==> src/rtl/fft_pkg.sv <==
// Shared definitions for the 32-point FFT pipeline: controller state encodings,
// default widths, and the saturate / round-shift helpers used by every stage.
package fft_pkg;

    typedef enum logic [1:0] {
        ST_IDLE    = 2'b00,
        ST_FIRST   = 2'b01,
        ST_SECOND  = 2'b10,
        ST_WAITING = 2'b11
    } fft_state_e;

    localparam int FFT_DW = 14;
    localparam int FFT_WW = 8;
    localparam int FFT_WF = 6;

    // Clamp a wide signed value into the range of a w-bit signed number.
    function automatic logic signed [31:0] sat_val(input logic signed [31:0] v, input int w);
        logic signed [31:0] hi;
        logic signed [31:0] lo;
        hi = (32'sd1 <<< (w - 1)) - 32'sd1;
        lo = -(32'sd1 <<< (w - 1));
        if (v > hi) begin
            sat_val = hi;
        end else if (v < lo) begin
            sat_val = lo;
        end else begin
            sat_val = v;
        end
    endfunction

    function automatic logic sat_hit(input logic signed [31:0] v, input int w);
        sat_hit = (v != sat_val(v, w));
    endfunction

    // Arithmetic shift right with round-half-up.
    function automatic logic signed [31:0] rnd_shr(input logic signed [31:0] v, input int sh);
        if (sh <= 0) begin
            rnd_shr = v;
        end else begin
            rnd_shr = (v + (32'sd1 <<< (sh - 1))) >>> sh;
        end
    endfunction

endpackage

==> src/rtl/cmul_q26.sv <==
// Combinational complex multiplier: data x Q2.6 twiddle, round-half-up, saturate.
// Reports whether either component clipped.
module cmul_q26
    import fft_pkg::*;
#(
    parameter int DW = FFT_DW,
    parameter int WW = FFT_WW,
    parameter int WF = FFT_WF
) (
    input  logic signed [DW-1:0] b_r,
    input  logic signed [DW-1:0] b_i,
    input  logic signed [WW-1:0] w_r,
    input  logic signed [WW-1:0] w_i,
    output logic signed [DW-1:0] p_r,
    output logic signed [DW-1:0] p_i,
    output logic                 sat
);

    logic signed [31:0] re_full_s;
    logic signed [31:0] im_full_s;
    logic signed [31:0] re_rnd_s;
    logic signed [31:0] im_rnd_s;

    // Full-precision products, then rounding and clamping of each component.
    always_comb begin
        re_full_s = 32'(b_r) * 32'(w_r) - 32'(b_i) * 32'(w_i);
        im_full_s = 32'(b_r) * 32'(w_i) + 32'(b_i) * 32'(w_r);
        re_rnd_s  = rnd_shr(re_full_s, WF);
        im_rnd_s  = rnd_shr(im_full_s, WF);
        p_r       = DW'(sat_val(re_rnd_s, DW));
        p_i       = DW'(sat_val(im_rnd_s, DW));
        sat       = sat_hit(re_rnd_s, DW) | sat_hit(im_rnd_s, DW);
    end

endmodule

==> src/rtl/sdf_bf_stage8.sv <==
// Radix-2 SDF butterfly stage with an 8-deep complex feedback delay line.
// Define SDF_STAGE_SCALE_EN to halve (round-half-up) the butterfly outputs.
module sdf_bf_stage8
    import fft_pkg::*;
#(
    parameter int DW    = FFT_DW,
    parameter int WW    = FFT_WW,
    parameter int WF    = FFT_WF,
    parameter int DEPTH = 8
) (
    input  logic                 clk,
    input  logic                 rst_n,
    input  logic                 valid_i,
    input  logic [1:0]           state_i,
    input  logic signed [DW-1:0] a_r,
    input  logic signed [DW-1:0] a_i,
    input  logic signed [WW-1:0] wn_r,
    input  logic signed [WW-1:0] wn_i,
    output logic                 valid_o,
    output logic signed [DW-1:0] y_r,
    output logic signed [DW-1:0] y_i,
    output logic                 sat_o
);

    logic signed [DW-1:0] dl_re_r [DEPTH];
    logic signed [DW-1:0] dl_im_r [DEPTH];
    logic [1:0]           state_prev_r;

    logic signed [DW-1:0] b_re_s, b_im_s;
    logic signed [DW:0]   g_re_s, g_im_s, h_re_s, h_im_s;
    logic signed [31:0]   g_sc_re_s, g_sc_im_s, h_sc_re_s, h_sc_im_s;
    logic signed [DW-1:0] mul_re_s, mul_im_s;
    logic                 mul_sat_s;
    logic signed [DW-1:0] push_re_s, push_im_s;
    logic signed [DW-1:0] y_re_s, y_im_s;
    logic                 sat_hit_s;
    logic                 valid_nxt_s;
    logic                 frame_start_s;

    cmul_q26 #(
        .DW (DW),
        .WW (WW),
        .WF (WF)
    ) u_cmul (
        .b_r (b_re_s),
        .b_i (b_im_s),
        .w_r (wn_r),
        .w_i (wn_i),
        .p_r (mul_re_s),
        .p_i (mul_im_s),
        .sat (mul_sat_s)
    );

    // Butterfly on the delay-line tail B and port A, one extra bit of headroom.
    always_comb begin
        b_re_s = dl_re_r[DEPTH-1];
        b_im_s = dl_im_r[DEPTH-1];
        g_re_s = {b_re_s[DW-1], b_re_s} + {a_r[DW-1], a_r};
        g_im_s = {b_im_s[DW-1], b_im_s} + {a_i[DW-1], a_i};
        h_re_s = {b_re_s[DW-1], b_re_s} - {a_r[DW-1], a_r};
        h_im_s = {b_im_s[DW-1], b_im_s} - {a_i[DW-1], a_i};
`ifdef SDF_STAGE_SCALE_EN
        g_sc_re_s = rnd_shr(32'(g_re_s), 32'sd1);
        g_sc_im_s = rnd_shr(32'(g_im_s), 32'sd1);
        h_sc_re_s = rnd_shr(32'(h_re_s), 32'sd1);
        h_sc_im_s = rnd_shr(32'(h_im_s), 32'sd1);
`else
        g_sc_re_s = 32'(g_re_s);
        g_sc_im_s = 32'(g_im_s);
        h_sc_re_s = 32'(h_re_s);
        h_sc_im_s = 32'(h_im_s);
`endif
    end

    // Per-state selection of the pushed sample, the next output and saturation.
    always_comb begin
        push_re_s = a_r;
        push_im_s = a_i;
        y_re_s    = {DW{1'b0}};
        y_im_s    = {DW{1'b0}};
        sat_hit_s = 1'b0;
        case (state_i)
            ST_FIRST: begin
                push_re_s = DW'(sat_val(h_sc_re_s, DW));
                push_im_s = DW'(sat_val(h_sc_im_s, DW));
                if (valid_i) begin
                    y_re_s = DW'(sat_val(g_sc_re_s, DW));
                    y_im_s = DW'(sat_val(g_sc_im_s, DW));
                end else begin
                    y_re_s = {DW{1'b0}};
                    y_im_s = {DW{1'b0}};
                end
                sat_hit_s = sat_hit(g_sc_re_s, DW) | sat_hit(g_sc_im_s, DW)
                          | sat_hit(h_sc_re_s, DW) | sat_hit(h_sc_im_s, DW);
            end
            ST_SECOND: begin
                if (valid_i) begin
                    y_re_s = mul_re_s;
                    y_im_s = mul_im_s;
                end else begin
                    y_re_s = {DW{1'b0}};
                    y_im_s = {DW{1'b0}};
                end
                sat_hit_s = mul_sat_s;
            end
            ST_WAITING: begin
                sat_hit_s = 1'b0;
            end
            default: begin
                sat_hit_s = 1'b0;
            end
        endcase
        valid_nxt_s   = valid_i & ((state_i == ST_FIRST) | (state_i == ST_SECOND));
        frame_start_s = (state_prev_r == ST_IDLE) & (state_i == ST_WAITING);
    end

    // Feedback delay line: shifts every non-IDLE cycle, holds in IDLE.
    always_ff @(posedge clk or negedge rst_n) begin
        if (!rst_n) begin
            for (int i = 0; i < DEPTH; i++) begin
                dl_re_r[i] <= {DW{1'b0}};
                dl_im_r[i] <= {DW{1'b0}};
            end
        end else if (state_i != ST_IDLE) begin
            dl_re_r[0] <= push_re_s;
            dl_im_r[0] <= push_im_s;
            for (int i = 1; i < DEPTH; i++) begin
                dl_re_r[i] <= dl_re_r[i-1];
                dl_im_r[i] <= dl_im_r[i-1];
            end
        end
    end

    // Registered outputs; sat_o is sticky until a new frame leaves IDLE.
    always_ff @(posedge clk or negedge rst_n) begin
        if (!rst_n) begin
            y_r          <= {DW{1'b0}};
            y_i          <= {DW{1'b0}};
            valid_o      <= 1'b0;
            sat_o        <= 1'b0;
            state_prev_r <= ST_IDLE;
        end else begin
            y_r          <= y_re_s;
            y_i          <= y_im_s;
            valid_o      <= valid_nxt_s;
            state_prev_r <= state_i;
            if (frame_start_s) begin
                sat_o <= 1'b0;
            end else if (sat_hit_s) begin
                sat_o <= 1'b1;
            end
        end
    end

endmodule
==> config.mk <==
export PLATFORM = sky130hd
export DESIGN_NAME = sdf_bf_stage8
export DESIGN_NICKNAME = d
export VERILOG_FILES = /design/src/rtl/fft_pkg.sv /design/src/rtl/cmul_q26.sv /design/src/rtl/sdf_bf_stage8.sv
export SDC_FILE = /design/constraint.sdc
export NUM_CORES = 2
export LEC_CHECK = 0
export BUFFER_PORTS_ARGS = -buffer_cell sky130_fd_sc_hd__buf_2
export CAP_MARGIN = 20
export CELL_PAD_IN_SITES_DETAIL_PLACEMENT = 0
export CELL_PAD_IN_SITES_GLOBAL_PLACEMENT = 1
export CORE_MARGIN = 10
export CORE_UTILIZATION = 40
export CTS_BUF_LIST = sky130_fd_sc_hd__clkbuf_16
export CTS_CLUSTER_DIAMETER = 150
export CTS_CLUSTER_SIZE = 10
export DETAILED_ROUTE_END_ITERATION = 10
export PLACE_DENSITY_LB_ADDON = 0.1
export RECOVER_POWER = 50
export SLEW_MARGIN = 0
export SYNTH_ARGS = -nofsm -noshare
export SYNTH_HDL_FRONTEND = slang
export SYNTH_SLANG_ARGS = --single-unit
export TNS_END_PERCENT = 100
==> constraint.sdc <==
create_clock -name clk -period 11.2 [get_ports clk]
set_clock_uncertainty 0.15 [all_clocks]
set_input_delay 1.68 -clock clk [delete_from_list [all_inputs] [get_ports clk]]
set_output_delay 1.68 -clock clk [all_outputs]
set_load 0.03 [all_outputs]
Yosys cells after proc, flatten, opt, wreduce, memory -nomap -nowiden --
Cells that the tools add are included.
Storage, ports and cells: bits in registers 256, bits of input ports 49, output and inout bits 30, logic and storage cells 91
Cells by class: multipliers 4, $add $sub $neg 8, bitwise operators 7, equal/unequal tests 9, $lt $le $gt $ge 12, reduce and logical (&&, ||, !) cells 3, muxes and demuxes 27
Operators with widths (count):
- 2-to-1 mux 32 bit | 16
- inequality test 15 x 32 -> 1 bit | 4
- multiplier 14 x 8 -> 22 bit | 4
- 2-to-1 mux 14 bit | 6
- adder 32 x 7 -> 32 bit (second input constant) | 2
- inequality test 26 x 32 -> 1 bit | 2
- > comparator 15 x 14 -> 1 bit (second input constant) | 4
- less-than comparator 15 x 14 -> 1 bit (second input constant) | 4
- case mux 14 bit (2 select lines) | 2
- > comparator 26 x 14 -> 1 bit (second input constant) | 2
- less-than comparator 26 x 14 -> 1 bit (second input constant) | 2
- adder 32 bit | 1
- subtractor 32 bit | 1
- adder 14 x 14 -> 15 bit | 2
- subtractor 14 x 14 -> 15 bit | 2
- bitwise OR 1 bit | 5
- equality test 2 bit (second input constant) | 2
- nonzero test 2 bit | 2
- AND 1 bit | 2
- equality test 2 x 1 -> 1 bit (second input constant) | 1
- logical NOT 2 bit | 1
- 2-to-1 mux 1 bit | 2
- case mux 1 bit (2 select lines) | 1

Depth between registers and ports, before layout --
depth after elaboration 12, depth in mapped cells 39, depth with buffers taken out 37

Modules after synthesis --
Synthesis repeated with hierarchy kept, for this count alone.
Second synthesis, totals: cells, all modules 3128, area, all modules 30523.0 um^2
Modules (own cells, without submodules):
- cmul_q26 | cells each 1992, times used 1, area each 17543.1 um^2
- sdf_bf_stage8 | cells each 1136, times used 1, area each 12979.9 um^2

Least setup slack after synthesis --
OpenSTA, ideal clock, no wires.
path type in2reg, start input port wn_r[4], end register sat_o, data required time 10.927 ns, stages 35, path slack 1.716 ns, data arrival time 9.210 ns, buffers on the path 3, path through clkbuf_1 > clkbuf_1 > nand2_1 > fa_1 > fa_1 > inv_1 > fa_1 > inv_1 > fa_1 > inv_1 > ha_1 > o21ai_0 > a21boi_0 > o21ai_0 > a21boi_0 > o21a_1 > nor2_1 > a2bb2oi_1 > nor2b_1 > xnor2_1 > ha_1 > ha_1 > clkbuf_1 > and4_1 > and3_1 > a21oi_1 > o31ai_1 > a21oi_1 > a31oi_1 > ha_1 > nand2_1 > or4_1 > o32ai_1 > and2_1 > a21oi_1
Between the ends: word-level cells in the longest chain between the ends 10, elaborated cells between the ends (all ways) 19, those cells by class add/sub (4); mul (2); order compare (4); eq/ne (2); mux (5); bitwise (1); reduce/logical (1)
Ends and longest elaborated chain:
- start: declaration | line sdf_bf_stage8.sv:17 | input logic signed [WW-1:0] wn_r,
- multiplier 14 x 8 -> 22 bit, on equally long branches | line cmul_q26.sv:26, cmul_q26.sv:27
- subtractor 32 bit / adder 32 bit (equally long branches) | line cmul_q26.sv:26, cmul_q26.sv:27
- adder 32 x 7 -> 32 bit | line fft_pkg.sv:40 | rnd_shr = (v + (32'sd1 <<< (sh - 1))) >>> sh;
- less-than comparator 26 x 14 -> 1 bit | line fft_pkg.sv:24 | end else if (v < lo) begin
- 2-to-1 mux 32 bit | line fft_pkg.sv:24
- 2-to-1 mux 32 bit | line fft_pkg.sv:22 | if (v > hi) begin
- inequality test 26 x 32 -> 1 bit | line fft_pkg.sv:32 | sat_hit = (v != sat_val(v, w));
- bitwise OR 1 bit (*) | line cmul_q26.sv:32 | sat = sat_hit(re_rnd_s, DW) | sat_hit(im_rnd_s, DW);
- case mux 1 bit (2 select lines) (*) | line sdf_bf_stage8.sv:82 | case (state_i)
- nonzero test 2 bit (no line) (*)
- end signal: assignment | line sdf_bf_stage8.sv:140 | sat_o <= 1'b0;
- end signal: assignment | line sdf_bf_stage8.sv:148 | sat_o <= 1'b0;
- end signal: assignment | line sdf_bf_stage8.sv:150 | sat_o <= 1'b1;
- end: declaration | line sdf_bf_stage8.sv:22 | output logic sat_o
Mark *: on every way between the ends. The rest lies on a longest branch, timed or not. A chain may end at the register's enable or synchronous reset.

Final worst setup path --
start input port wn_i[7], end register sat_o
Between the ends: word-level cells in the longest chain between the ends 10, elaborated cells between the ends (all ways) 19, those cells by class add/sub (4); mul (2); order compare (4); eq/ne (2); mux (5); bitwise (1); reduce/logical (1)
Ends and longest elaborated chain:
- start: declaration | line sdf_bf_stage8.sv:18 | input logic signed [WW-1:0] wn_i,
- multiplier 14 x 8 -> 22 bit, on equally long branches | line cmul_q26.sv:26, cmul_q26.sv:27
- subtractor 32 bit / adder 32 bit (equally long branches) | line cmul_q26.sv:26, cmul_q26.sv:27
- adder 32 x 7 -> 32 bit | line fft_pkg.sv:40
- less-than comparator 26 x 14 -> 1 bit | line fft_pkg.sv:24
- 2-to-1 mux 32 bit | line fft_pkg.sv:24
- 2-to-1 mux 32 bit | line fft_pkg.sv:22
- inequality test 26 x 32 -> 1 bit | line fft_pkg.sv:32
- bitwise OR 1 bit (*) | line cmul_q26.sv:32
- case mux 1 bit (2 select lines) (*) | line sdf_bf_stage8.sv:82
- nonzero test 2 bit (no line) (*)
Marks and branches as above.

==> impl_metrics.yaml <==
outcome:
  run_status: "finished with violations"
  violations: "max-capacitance violations, max-slew violations"
routing:
  routedWlPerCell_um: 18.3
  viasPerCell: 5.14
  drcViolationCount: 0
  vias: 22800
  drt-initial-drc-count: 1030
  detail-route-antenna-nets: 0
  wl_um: 80900
  dr.pass1.iters: 5
yosys:
  synth_nets: 4112
  synth_edf_count: 0
  yosysWarnings: 0
  syn_area_mm2: 0.0316
  syn_avg_cell_area_um2: 9.33
  yosysUniqueCellTypes: 82
  ys_seq_elements: 256
  ys_seq_area_share_pct: 20.3
  yosysTopAreaCell: "fa_1"
  synth_area_leaders: "fa_1 23%, dfrtp_1 20%, ha_1 12%"
  synth_cells: 3385
  synthArstFlopShare_pct: 100
  yosysTopAreaCellShare_pct: 23.3
  synthFlopType: "dfrtp_1"
placement:
  post-dp-hpwl_um: 64000
  gp_congestion: 0.844
  port_buffers: 78
  post-place-cells: 4396
floorplanning:
  start_util_pct: 40.6
  design.core.area_mm2: 0.0778
  dieArea_mm2: 0.0906
  chipWidth_um: 301
  io_pins: 79
  rows: 102
  die_y_um: 301
clock_network:
  ctsLongestPathBuffers: 3
  clock-sinks: 256
  clkLatencyLatePin_ns: 0.55
  htreeDepth: 1
  cts_setup_buffers: 0
  cts-hold-fix-buffers: 0
  path_clk_slew_ns: 0.07
  cts_resized: 0
  cts_tree: "built"
  cts-root-buf: "clkbuf_16"
  cts_buffers: 29
final_layout:
  syn2layout_area_growth_pct: 6.88
  seqCellArea_mm2: 0.00641
  multi_input_area_mm2: 0.0223
  n_fill_cell: 7643
  finalNetCount: 4116
  final_layout_size_suffix_gt1_share_pct: 10.8
  final_cells: 4429
timing:
  final_hold_viol_count: 0
  min_period_ns: 10.10
  maxSlewViolCount: 323
  rsz0062_at_grt: "no"
  worst_slew_pin_slew_ns: 4.25
  finalSetupViolCount: 0
  finalSetupTns_ns: 0
  fmax_mhz: 99.0
  slew_headroom_pct: -183
  post-route-period-util_pct: 90.2
global_routing:
  grtUsageMet2_pct: 31.0
  grt_usage_pct: 18.2
  grt_first_pass_wirelength_um: 132000
  grt.busiest_layer: "met2"
  grt_pass1_vias: 24100
  grt_antenna_before_repair: 4
  overflow: 0
  grt_use_met1_pct: 25.1
  grt_max_degree: 176
  grtUsageMet3_pct: 1.70
critical_path:
  worstReg2RegEnd: "sat_o$_DFFE_PN0P_"
  r2r_slack_ns: 1.57
  required_ns: 11.46
  crit_path_max_incr_delay_ns: 0.54
  r2r_cells: 34
  cp_max_fo: 16
  crit_type: "in2reg"
  slowest_stage: "fa_1"
  end_kind: "flop"
  r2r_start: "b_re_s[0]$_DFFE_PN0P_"
  worstPathArrival_ns: 10.36
  startpoint_type: "input port"
flow_run:
  maxCapViolCount: 3
hold_path:
  whs_path_depth: 1
  min_from: "dl_im_r[83]$_DFFE_PN0P_"
  min_path_type: "reg2reg"
  holdPathEnd: "dl_im_r[69]$_DFFE_PN0P_"
state kept, by name, summed over array words and instances, names as in the netlist:
name	flops
valid_o	1
y_r	14
dl_im_r	98
sat_o	1
y_i	14
dl_re_r	98
b_im_s	14
state_prev_r	2
b_re_s	14
worst max-delay path: cells and delay by family:
family | cells | cell delay, ns
AO/OA/AOI/OAI | 15 | 3.31
adder cells (fa/ha/maj) | 8 | 3.34
AND/OR/NAND/NOR | 6 | 1.29
buffers and inverters | 4 | 0.73
metal layers:
layer	wire, um	up-vias
li1	-	10800
met1	38100	11600
met2	39000	343
met3	2880	55
met4	951	4
met5	26	-
synth_stat cells, types with 21 or more instances:
| library cell | number |
|---|---|
| a21oi_1 | 133 |
| xnor2_1 | 105 |
| nor2b_1 | 21 |
| nor2_1 | 165 |
| nand3_1 | 33 |
| clkbuf_1 | 129 |
| inv_1 | 610 |
| dfrtp_1 | 256 |
| mux2_2 | 195 |
| a21o_1 | 39 |
| ha_1 | 310 |
| nor3_1 | 35 |
| nand2_1 | 220 |
| o21ai_0 | 104 |
| fa_1 | 368 |
| nand2b_1 | 22 |
| and2_1 | 286 |
| xor2_1 | 36 |
| o21ai_1 | 22 |
stage by stage:
stage               util, %  instance area (um^2)  worst slack, ns  hold WS [ns]
detailed placement     42.4                 33000            0.592         0.323
floorplan                 -                 31600             1.72         0.298
CTS                    43.4                 33800             1.13         0.338
finish                 43.4                 33800             1.10         0.331
global placement       42.4                 33000            0.828         0.315
global route           43.4                 33800            0.442         0.351
placed cells by master (no fill, tap or decap), types with 8 or more instances in the layout:
cell type    n
nand4_1     11
fa_1       368
nor4_1       8
o211ai_1    19
buf_4       36
clkbuf_16   29
xnor2_1    105
inv_1      610
nand2b_1    22
o21ai_0    103
or3_1       17
o31ai_1     13
o21bai_1    12
buf_2       75
xor2_1      36
mux2_2     195
a31oi_1     19
nand2_1    220
a21o_1      39
o21a_1       8
and2_1     286
and3_1      13
a21boi_0    10
a211oi_1    11
nor2_1     165
nor2b_1     21
a21oi_1    133
a2bb2oi_1    8
or2_2       11
o21ai_1     23
nand3_1     33
nor3_1      35
a31o_1       9
dfrtp_1    256
ha_1       309
kinds of logic (layout without fill, tap and decap cells):
| family | Yosys count | count (layout) | share of synthesized area, % |
|---|---|---|---|
| AND/OR/NAND/NOR | 877 | 877 | 14.3 |
| buffers and inverters | 754 | 757 | 9.02 |
| adder cells (fa/ha/maj) | 685 | 685 | 35.8 |
| AO/OA/AOI/OAI | 470 | 470 | 9.53 |
| flip-flops | 256 | 256 | 20.3 |
| multiplexers | 202 | 202 | 7.17 |
| XOR/XNOR | 141 | 141 | 3.91 |
| other | 0 | 1 | 0 |
cell type report:
class                   count  share of cell area (%)
diodes                      1                 0.00741
clock buffers              29                    2.15
clock inverters             1                  0.0889
inverters                 611                    6.79
multi-input cells        2375                    66.2
flip-flops and latches    256                    19.0
well taps                1040                    3.85
repair buffers            116                    1.97
how the worst max path moves through the flow:
stage                                    to  slack (ns)  depth (start not counted)    start
after floorplan           sat_o$_DFFE_PN0P_        1.72                         35  wn_r[4]
after global placement    sat_o$_DFFE_PN0P_        0.83                         33  wn_i[7]
after detailed placement  sat_o$_DFFE_PN0P_        0.59                         33  wn_i[7]
after CTS                 sat_o$_DFFE_PN0P_        1.13                         33  wn_i[7]
after global routing      sat_o$_DFFE_PN0P_        0.44                         35  wn_i[3]
final                     sat_o$_DFFE_PN0P_        1.10                         33  wn_i[7]
Power is not shown: default switching activity piles up to over one toggle a cycle in this logic, so the estimate is an artifact.
